`config.mk`:
```
export PLATFORM = sky130hd
export DESIGN_NAME = booth_mult_arbiter_flat
export DESIGN_NICKNAME = d
export VERILOG_FILES = /design/src/rtl/booth_mult_arbiter_pkg.sv /design/src/rtl/booth_mult_arbiter_if.sv /design/src/rtl/booth_mult_core.sv /design/src/rtl/booth_mult_arbiter.sv /design/src/flat_wrapper.sv
export SDC_FILE = /design/constraint.sdc
export NUM_CORES = 1
export LEC_CHECK = 0
export ABC_AREA = 1
export CORE_MARGIN = 2
export CORE_UTILIZATION = 45
export CTS_CLUSTER_DIAMETER = 40
export CTS_CLUSTER_SIZE = 25
export DETAILED_ROUTE_END_ITERATION = 12
export GPL_TIMING_DRIVEN = 1
export PLACE_DENSITY = 0.71
export SLEW_MARGIN = 20
export SYNTH_ARGS = -nofsm -noshare
export SYNTH_HDL_FRONTEND = slang
export SYNTH_HIERARCHICAL = 1
export SYNTH_SLANG_ARGS = --single-unit
```
`constraint.sdc`:
```
create_clock -name clk -period 4 [get_ports clk]
set_clock_uncertainty 0.2 [all_clocks]
set_input_delay 1 -clock clk [delete_from_list [all_inputs] [get_ports clk]]
set_output_delay 1 -clock clk [all_outputs]
set_load 0.02 [all_outputs]
```
`src/rtl/booth_mult_arbiter_pkg.sv`:
```
// Shared types for the Booth multiplier arbiter: FSM state encoding
// and the {mr[0],q-1} step decode constants.
package booth_pkg;

  typedef enum logic [1:0] {
    IDLE = 2'd0,
    RUN  = 2'd1,
    DONE = 2'd2
  } state_t;

  localparam logic [1:0] SUB = 2'b10;
  localparam logic [1:0] ADD = 2'b01;

endpackage

```
`src/rtl/booth_mult_arbiter_if.sv`:
```
// Request/result bus of the shared Booth multiplier.
// master: operand sources + result consumer; slave: the arbiter.
interface booth_mult_arbiter_if #(
  parameter int N    = 4,
  parameter int NREQ = 4,
  parameter int IDW  = $clog2(NREQ)
);

  logic [NREQ-1:0]   req_valid;
  logic [NREQ-1:0]   req_ready;
  logic [NREQ*N-1:0] req_mr;
  logic [NREQ*N-1:0] req_md;
  logic              res_valid;
  logic              res_ready;
  logic [2*N-1:0]    res_product;
  logic [IDW-1:0]    res_id;

  modport master (
    output req_valid, req_mr, req_md, res_ready,
    input  req_ready, res_valid, res_product, res_id
  );

  modport slave (
    input  req_valid, req_mr, req_md, res_ready,
    output req_ready, res_valid, res_product, res_id
  );

endinterface

```
`src/rtl/booth_mult_core.sv`:
```
// Sequential radix-2 Booth multiplier, one step per cycle for N cycles.
// Ports: clk, rst, start (load mr/md), done (pulse on last step), product.
module booth_mult_core
  import booth_pkg::*;
#(
  parameter int N = 4
) (
  input  logic           clk,
  input  logic           rst,
  input  logic           start,
  input  logic [N-1:0]   mr,
  input  logic [N-1:0]   md,
  output logic           done,
  output logic [2*N-1:0] product
);

  localparam int CW = $clog2(N + 1);

  logic [N:0]    acc;
  logic [N:0]    md_r;
  logic [N:0]    sum;
  logic [N:0]    acc_n;
  logic [N-1:0]  mr_r;
  logic [N-1:0]  mr_n;
  logic          q1;
  logic [CW-1:0] count;

  always_comb begin
    sum = acc;
    unique case ({mr_r[0], q1})
      SUB:     sum = acc - md_r;
      ADD:     sum = acc + md_r;
      default: sum = acc;
    endcase
    acc_n = {sum[N], sum[N:1]};
    mr_n  = {sum[0], mr_r[N-1:1]};
  end

  // product is the post-step value, so it is final while done is high
  assign product = {acc_n[N-1:0], mr_n};
  assign done    = (count == CW'(1));

  always_ff @(posedge clk or posedge rst) begin
    if (rst) begin
      acc   <= '0;
      md_r  <= '0;
      mr_r  <= '0;
      q1    <= 1'b0;
      count <= '0;
    end else if (start) begin
      acc   <= '0;
      md_r  <= {md[N-1], md};
      mr_r  <= mr;
      q1    <= 1'b0;
      count <= CW'(N);
    end else if (count != '0) begin
      acc   <= acc_n;
      mr_r  <= mr_n;
      q1    <= mr_r[0];
      count <= count - 1'b1;
    end
  end

endmodule

```
`src/rtl/booth_mult_arbiter.sv`:
```
// Round-robin arbiter sharing one Booth multiplier among NREQ sources.
// Ports: clk, rst, bus (slave: requests in, tagged product out), busy.
module booth_mult_arbiter
  import booth_pkg::*;
#(
  parameter int N    = 4,
  parameter int NREQ = 4,
  parameter int IDW  = $clog2(NREQ)
) (
  input  logic                 clk,
  input  logic                 rst,
  booth_mult_arbiter_if.slave  bus,
  output logic                 busy
);

  state_t         state;
  state_t         state_n;
  logic [IDW-1:0] rr_ptr;
  logic [IDW-1:0] gnt;
  logic [IDW-1:0] cand;
  logic [IDW-1:0] id_q;
  logic           found;
  logic           start;
  logic           core_done;
  logic [N-1:0]   sel_mr;
  logic [N-1:0]   sel_md;
  logic [2*N-1:0] prod;
  logic [2*N-1:0] prod_q;

  // first valid index at or after rr_ptr, wrapping
  always_comb begin
    found = 1'b0;
    gnt   = '0;
    cand  = '0;
    for (int k = 0; k < NREQ; k++) begin
      cand = IDW'((int'(rr_ptr) + k) % NREQ);
      if (!found && bus.req_valid[cand]) begin
        found = 1'b1;
        gnt   = cand;
      end
    end
  end

  assign start = (state == IDLE) && found;

  always_comb begin
    sel_mr        = '0;
    sel_md        = '0;
    bus.req_ready = '0;
    for (int k = 0; k < NREQ; k++) begin
      if (gnt == IDW'(k)) begin
        sel_mr           = bus.req_mr[k*N +: N];
        sel_md           = bus.req_md[k*N +: N];
        bus.req_ready[k] = start;
      end
    end
  end

  booth_mult_core #(.N(N)) u_core (
    .clk     (clk),
    .rst     (rst),
    .start   (start),
    .mr      (sel_mr),
    .md      (sel_md),
    .done    (core_done),
    .product (prod)
  );

  always_comb begin
    state_n = state;
    unique case (state)
      IDLE:    if (found) state_n = RUN;
      RUN:     if (core_done) state_n = DONE;
      DONE:    if (bus.res_ready) state_n = IDLE;
      default: state_n = IDLE;
    endcase
  end

  always_ff @(posedge clk or posedge rst) begin
    if (rst) begin
      state  <= IDLE;
      rr_ptr <= '0;
      id_q   <= '0;
      prod_q <= '0;
    end else begin
      state <= state_n;
      if (start) begin
        id_q <= gnt;
        if (int'(gnt) == NREQ - 1) rr_ptr <= '0;
        else rr_ptr <= gnt + 1'b1;
      end
      if (state == RUN && core_done) prod_q <= prod;
    end
  end

  assign bus.res_valid   = (state == DONE);
  assign bus.res_product = prod_q;
  assign bus.res_id      = id_q;
  assign busy            = (state != IDLE);

endmodule

```
`src/flat_wrapper.sv`:
```
// flat-port wrapper written by rule: the top's interface ports become plain ports
module booth_mult_arbiter_flat import booth_pkg::*;
#(
  parameter int N    = 4,
  parameter int NREQ = 4,
  parameter int IDW  = $clog2(NREQ)
)
  (clk, rst, busy, bus_req_valid, bus_req_mr, bus_req_md, bus_res_ready, bus_req_ready, bus_res_valid, bus_res_product, bus_res_id);
  booth_mult_arbiter_if #(.N(N), .NREQ(NREQ), .IDW(IDW)) bus_i ();
  input  logic clk;
  input  logic rst;
  output logic busy;
  input wire logic [$bits(bus_i.req_valid)-1:0] bus_req_valid;
  input wire logic [$bits(bus_i.req_mr)-1:0] bus_req_mr;
  input wire logic [$bits(bus_i.req_md)-1:0] bus_req_md;
  input wire logic [$bits(bus_i.res_ready)-1:0] bus_res_ready;
  output wire logic [$bits(bus_i.req_ready)-1:0] bus_req_ready;
  output wire logic [$bits(bus_i.res_valid)-1:0] bus_res_valid;
  output wire logic [$bits(bus_i.res_product)-1:0] bus_res_product;
  output wire logic [$bits(bus_i.res_id)-1:0] bus_res_id;
  assign bus_i.req_valid = bus_req_valid;
  assign bus_i.req_mr = bus_req_mr;
  assign bus_i.req_md = bus_req_md;
  assign bus_i.res_ready = bus_res_ready;
  assign bus_req_ready = bus_i.req_ready;
  assign bus_res_valid = bus_i.res_valid;
  assign bus_res_product = bus_i.res_product;
  assign bus_res_id = bus_i.res_id;
  booth_mult_arbiter #(.N(N), .NREQ(NREQ), .IDW(IDW)) u_core (.clk(clk), .rst(rst), .bus(bus_i), .busy(busy));
endmodule
```
### Word level (Yosys, flattened, before mapping)

Cells that the tools add are included.

| storage, ports and cells | value |
|---|---|
| bits in registers | 31 |
| input bits | 39 |
| word-level logic and storage cells | 88 |
| output and inout bits | 16 |

| cells by class | value |
|---|---|
| mux-type cells | 42 |
| equal/unequal tests | 12 |
| magnitude comparators | 4 |
| reduce and logical (&&, ||, !) cells | 14 |
| add/sub/neg operators | 7 |

Operator list:

| operator | count |
|---|---|
| $mux 4 | 10 |
| $mux 2 | 8 |
| $mux 1 | 14 |
| $lt 2x3->1 const B | 4 |
| $mux 5 | 2 |
| $pmux 5 s2 | 1 |
| $bmux 1 s2 | 4 |
| $eq 2x1->1 const B | 4 |
| $eq 2x2->1 const B | 4 |
| $mux 3 | 2 |
| $pmux 2 s3 | 1 |
| $add 5x5->5 | 1 |
| $logic_and 1x1->1 | 5 |
| $sub 5x5->5 | 1 |
| $add 2x1->2 const B | 2 |
| $add 2x2->2 const B | 2 |
| $logic_not 2->1 | 2 |
| $ne 2x1->1 const B | 2 |
| $reduce_bool 2->1 | 2 |
| $eq 3x1->1 const B | 1 |
| $logic_not 1->1 | 3 |
| $reduce_and 3->1 | 1 |
| $reduce_bool 3->1 | 1 |
| $sub 3x1->3 const B | 1 |
| $ne 2x2->1 const B | 1 |

### Logic depth before layout (Yosys ltp)

Gate-level depths: netlist of the first run.

| depth | value |
|---|---|
| depth in word-level cells | 18 |
| gate-level depth with buffers | 18 |
| depth with buffers taken out | 18 |

### Modules after synthesis

The synthesis of the first run kept the hierarchy.

By module, submodules not included:

| module | instances | cells each | area an instance (um^2) | sequential area each (um^2) |
|---|---|---|---|---|
| booth_mult_arbiter | 1 | 165 | 1108.6 | 350.3 |
| booth_mult_core | 1 | 135 | 1066.0 | 400.4 |

### Worst setup path after synthesis of the first run

Ideal clock, no wire load.

| timing | value |
|---|---|
| path kind | input port to output port |
| from | input bus_req_valid[0] |
| to | output bus_req_ready[3] |
| path buffers | 1 |
| slack | 0.207 ns |
| arrival time | 2.593 ns |
| stages on the path | 13 |
| data required time | 2.800 ns |
| cell sequence | inv_1 > nand2_1 > nand3_1 > nand2_1 > nor2_4 > nand3_1 > nand3_1 > nand2_1 > inv_1 > ha_1 > clkbuf_1 > inv_1 > nor2_1 |

| on the way | value |
|---|---|
| longest elaborated chain between the ends | 14 |
| elaborated cells between the ends (all ways) | 25 |
| those cells by class | eq/ne: 1; mux: 17; reduce/logical: 7 |

RTL lines:

| element | line | RTL |
|---|---|---|
| start: declaration | flat_wrapper.sv:13 | `input wire logic [$bits(bus_i.req_valid)-1:0] bus_req_valid;` |
| $bmux 1 s2 | booth_mult_arbiter.sv:37 | `if (!found && bus.req_valid[cand]) begin` |
| $mux 1 (implied by the code) | booth_mult_arbiter.sv:37 |  |
| $mux 1 | booth_mult_arbiter.sv:37 |  |
| $logic_not 1->1 | booth_mult_arbiter.sv:37 |  |
| $logic_and 1x1->1 | booth_mult_arbiter.sv:37 |  |
| $mux 1 | booth_mult_arbiter.sv:37 |  |
| $logic_not 1->1 | booth_mult_arbiter.sv:37 |  |
| $logic_and 1x1->1 | booth_mult_arbiter.sv:37 |  |
| $mux 1 | booth_mult_arbiter.sv:37 |  |
| $logic_not 1->1 | booth_mult_arbiter.sv:37 |  |
| $logic_and 1x1->1 | booth_mult_arbiter.sv:37 |  |
| $mux 2 (*) | booth_mult_arbiter.sv:37 |  |
| net u_core.gnt[1] | booth_mult_arbiter.sv:19 | `logic [IDW-1:0] gnt;` |
| $eq 2x2->1 (*) | booth_mult_arbiter.sv:51 | `if (gnt == IDW'(k)) begin` |
| $mux 1 (*) | booth_mult_arbiter.sv:51 |  |
| end: declaration | flat_wrapper.sv:17 | `output wire logic [$bits(bus_i.req_ready)-1:0] bus_req_ready;` |

Mark *: on every way through the listed nets, which the timed path passes. The rest lies on a longest branch. The select of a mux whose other input is x is not followed.

### Final worst setup path of the first run

| timing | value |
|---|---|
| from | input bus_req_valid[1] |
| to | output bus_req_ready[0] |

| on the way | value |
|---|---|
| longest elaborated chain between the ends | 14 |
| elaborated cells between the ends (all ways) | 25 |
| those cells by class | mux: 17; reduce/logical: 8 |

RTL lines:

| element | line |
|---|---|
| $bmux 1 s2 | booth_mult_arbiter.sv:37 |
| $mux 1 (implied by the code) | booth_mult_arbiter.sv:37 |
| $mux 1 | booth_mult_arbiter.sv:37 |
| $logic_not 1->1 | booth_mult_arbiter.sv:37 |
| $logic_and 1x1->1 | booth_mult_arbiter.sv:37 |
| $mux 1 | booth_mult_arbiter.sv:37 |
| $logic_not 1->1 | booth_mult_arbiter.sv:37 |
| $logic_and 1x1->1 | booth_mult_arbiter.sv:37 |
| $mux 1 | booth_mult_arbiter.sv:37 |
| $logic_not 1->1 | booth_mult_arbiter.sv:37 |
| $logic_and 1x1->1 | booth_mult_arbiter.sv:37 |
| $mux 2 or $mux 1 (tied branches) | booth_mult_arbiter.sv:37 |
| $logic_not 2->1 or $logic_and 1x1->1 (tied branches) | booth_mult_arbiter.sv:51, booth_mult_arbiter.sv:44 |
| $mux 1 (*) | booth_mult_arbiter.sv:51 |

Every way passes the cells marked *; elsewhere a longest branch is shown, timed or not. The select of a mux whose other input is x is not followed.

==> reports/metrics.yaml, run 1 <==
drt-initial-drc-count: 88
critPathCaptureType: "primary output"
synth_mux_area_share_pct: 4.14
num-nets-final: 421
routed_via_density: 4.85
yosys_most_used_dff: "dfrtp_1"
synth_simple_gate_area_share_pct: 27.8
outcome: "complete, no violations"
place_worst_setup_slack_ns: -0.408
core_region_area_mm2: 0.00469
synth_compound_area_share_pct: 14.3
grt_max_degree: 17
synthCells: 300
syn_nets: 354
synth_edf_count: 0
cts_buffers: 5
fin_crit_sh_pct: 90.6
synthAdderAreaFrac_pct: 8.98
ys_seq_area_share_pct: 34.5
h-tree-depth: 2
setup_viol: 0
die_x_um: 73.5
ant_nets: 0
layout-drive-gt1-share_pct: 20.1
crit_end: "bus_req_ready[0]"
cts.path.max_buffers: 2
hpwl_um: 3900
final_max_slew_viol_count: 0
fillers: 460
irDropWorstVdd_mv: 0.731
crit_family: "simple AND/OR/NAND/NOR gates"
tightestPinTransition_ns: 0.601
via_count: 2046
yosys_warnings: 6
critPathSlowestCell: "nor2_4"
drt-total-wl_um: 4930
clk_pin_slew_ns: 0.06
syn_area_mm2: 0.00217
slew_headroom_pct: 59.9
yosysTopAreaCellShare_pct: 34.5
period_needed_ns: 3.62
max_freq_mhz: 276
cp.required_ns: 2.80
grt_usage_pct: 19.5
initial_core_util_pct: 46.3
start_kind: "primary input"
cts-hold-fix-buffers: 0
synth_xor_area_share_pct: 0.806
synth_seq_cells: 30
path_cells: "dlymetal6s2s_1 > inv_1 > nand2_1 > nand3_2 > nand2_2 > nor2_4 > nand4_1 > nand2_2 > buf_4 > ha_1 > inv_2 > nor2_1 > buf_4"
crit_start: "bus_req_valid[1]"
drc: 0
dr.pass1.iters: 4
r2r_start: "u_core/rr_ptr[0]"
rows: 25
yosysMostFrequentCell: "nand2_1"
p_leak_nw: 1.53
ff2ff_setup_slack_ns: 0.97
port_buffers: 54
cap_viol_max_count: 0
cts.sinks: 30
cts_root_buf: "clkbuf_8"
die_height_um: 73.5
fin_area_mm2: 0.00300
num_io_pins: 55
grt_overflow: 0
dieArea_mm2: 0.00540
synth_area_leaders: "dfrtp_1 (35%), nand2_1 (17%), ha_1 (8.1%), o21ai_0 (6.7%), inv_1 (5.7%)"
async_reset_ff_share_pct: 100
yosys.area.top_type: "dfrtp_1"
worst-setup-path-type: "primary input to primary output"
cp_slowest_stage_delay_ns: 0.17
fin_ws_ns: 0.377
path_depth: 13
synth_top_family_by_area: "simple AND/OR/NAND/NOR gates"
dpl_cell_area_mm2: 0.00283
routabilityCongestion: 0.854
reg2reg_to: "u_core/u_core/mr_r[1]"
insertion_delay_ns: 0.28
antenna_found_initial: 0
area.growth.synth_to_final_pct: 38.1
routedWlPerCell_um: 11.7
grt_setup_unrepaired: "no"
antenna_cells: 0
min-delay-path-class: "register to register"
critical_path_arrival_ns: 2.42
synth_common_cells: "nand2_1 (99), inv_1 (33), dfrtp_1 (30), o21ai_0 (29)"
reg2regPathDepth: 20
cp_max_fo: 4
grt_pass1_vias: 1866
power_density_mw_per_mm2: 1040
cts_tree: "yes"
grt_pass1_wl_um: 8250
syn_area_per_cell_um2: 7.25
yosys.cell_types.count: 33
finalHoldViolCount: 0
crit_buf_inv: 5
-- cell usage in the layout, fill, tap and decap left out, drive strengths merged, types with 2 or more instances in the layout --
| cell type | synthesis | routed |
|---|---|---|
| nand3 | 18 | 18 |
| inv | 38 | 38 |
| clkdlybuf4s50 | 0 | 46 |
| nand4 | 2 | 2 |
| ha | 14 | 14 |
| a21oi | 17 | 17 |
| dlymetal6s2s | 0 | 4 |
| o21ai | 31 | 31 |
| nor2 | 16 | 16 |
| clkbuf | 4 | 7 |
| mux2 | 8 | 8 |
| buf | 5 | 19 |
| dfrtp | 30 | 30 |
| a22o | 2 | 2 |
| a31oi | 3 | 3 |
| nand2 | 104 | 104 |
-- state kept, by name, indices dropped and copies added, names as in the netlist --
signal                  count
u_core/bus.res_product      8
u_core/u_core/acc           4
u_core/u_core/q1            1
u_core/bus.res_id           2
u_core/u_core/count         3
u_core/u_core/md_r          4
u_core/u_core/mr_r          4
u_core/rr_ptr               2
u_core/state                2
-- kinds of logic (layout without fill, tap and decap cells) --
group           count (synthesis)  in the layout
buf+inv                        48            116
simple gates                  141            141
compound gates                 56             56
xor+xnor                        2              2
mux                             8              8
fa+ha+maj                      15             15
flops                          30             30
-- per-stage QoR --
stage / power (mW) / util (%) / std cells / TNS [ns] / hold slack, ns
2_1_floorplan: 2.10 / - / 300 / 0 / 0.259
3_5_place_dp: 2.77 / 60.3 / 413 / -1.55 / 0.280
6_report: 3.14 / 64.0 / 422 / 0 / 0.294
4_1_cts: 3.07 / 62.3 / 421 / 0 / 0.300
5_1_grt: 3.49 / 64.0 / 422 / 0 / 0.319
3_3_place_gp: 2.74 / 60.3 / 413 / -1.49 / 0.272
-- how the worst min path moves through the flow --
stage	slack, ns	depth (start not counted)	startpoint	endpoint
after floorplan	0.26	2	u_core/u_core/q1	u_core/u_core/q1
after global placement	0.27	2	u_core/u_core/q1	u_core/u_core/q1
after detailed placement	0.28	2	u_core/u_core/q1	u_core/u_core/q1
after CTS	0.30	2	u_core/bus.res_id[1]	u_core/bus.res_id[1]
after global routing	0.32	1	u_core/bus.res_product[7]	u_core/bus.res_product[7]
final	0.29	2	u_core/bus.res_id[1]	u_core/bus.res_id[1]
-- layout make-up --
type,instances,area (um2),share of cell area (%)
clock buffers,7,76.3,2.54
clock inverters,1,30.0,1.00
inverters,39,149,4.96
multi-input cells,222,1280,42.6
flip-flops and latches,30,751,25.0
well taps,54,67.6,2.25
repair buffers,69,651,21.7
-- metal layers --
metal | vias up | global-route usage [%] | part of all wire, % | wire [um]
met1 | 905 | 26.2 | 46 | 2270
met5 | - | 0 | 0 | 0
met4 | 0 | 6.67 | 0.75 | 37
met3 | 5 | 4.12 | 4.1 | 201
li1 | 1096 | - | - | -
met2 | 40 | 31.1 | 49 | 2420
-- report_power, final --
part / leakage [nW] / internal (mW) / switching [mW] / total [mW]
clock network: 0.0524 / 0.186 / 0.104 / 0.290
registers: 0.375 / 0.455 / 0.110 / 0.565
logic: 1.11 / 0.964 / 1.32 / 2.28
-- tightest hold or removal path: cells and delay by family, from the launching register on --
family | cells | cell delay (ns)
DFF | 1 | 0.35
and+or+nand+nor | 2 | 0.11
-- timing repair --
action,4_1_cts,5_1_grt
setup endpoints to repair,4,4
buffers inserted,0,1
pin swaps,1,10
gates resized for setup,18,29
Note: power is estimated with default switching activity, not from simulation.
==> inputs of run 2 (changes only) <==
--- a/config.mk
+++ b/config.mk
@@ -12,6 +12,7 @@
 export CTS_CLUSTER_SIZE = 25
 export DETAILED_ROUTE_END_ITERATION = 12
 export GPL_TIMING_DRIVEN = 1
+export HOLD_SLACK_MARGIN = 0.15
 export PLACE_DENSITY = 0.71
 export SLEW_MARGIN = 20
 export SYNTH_ARGS = -nofsm -noshare
==> results of run 2 <==
Same layout as run 1: the final DEF is identical, and so are final timing and power.
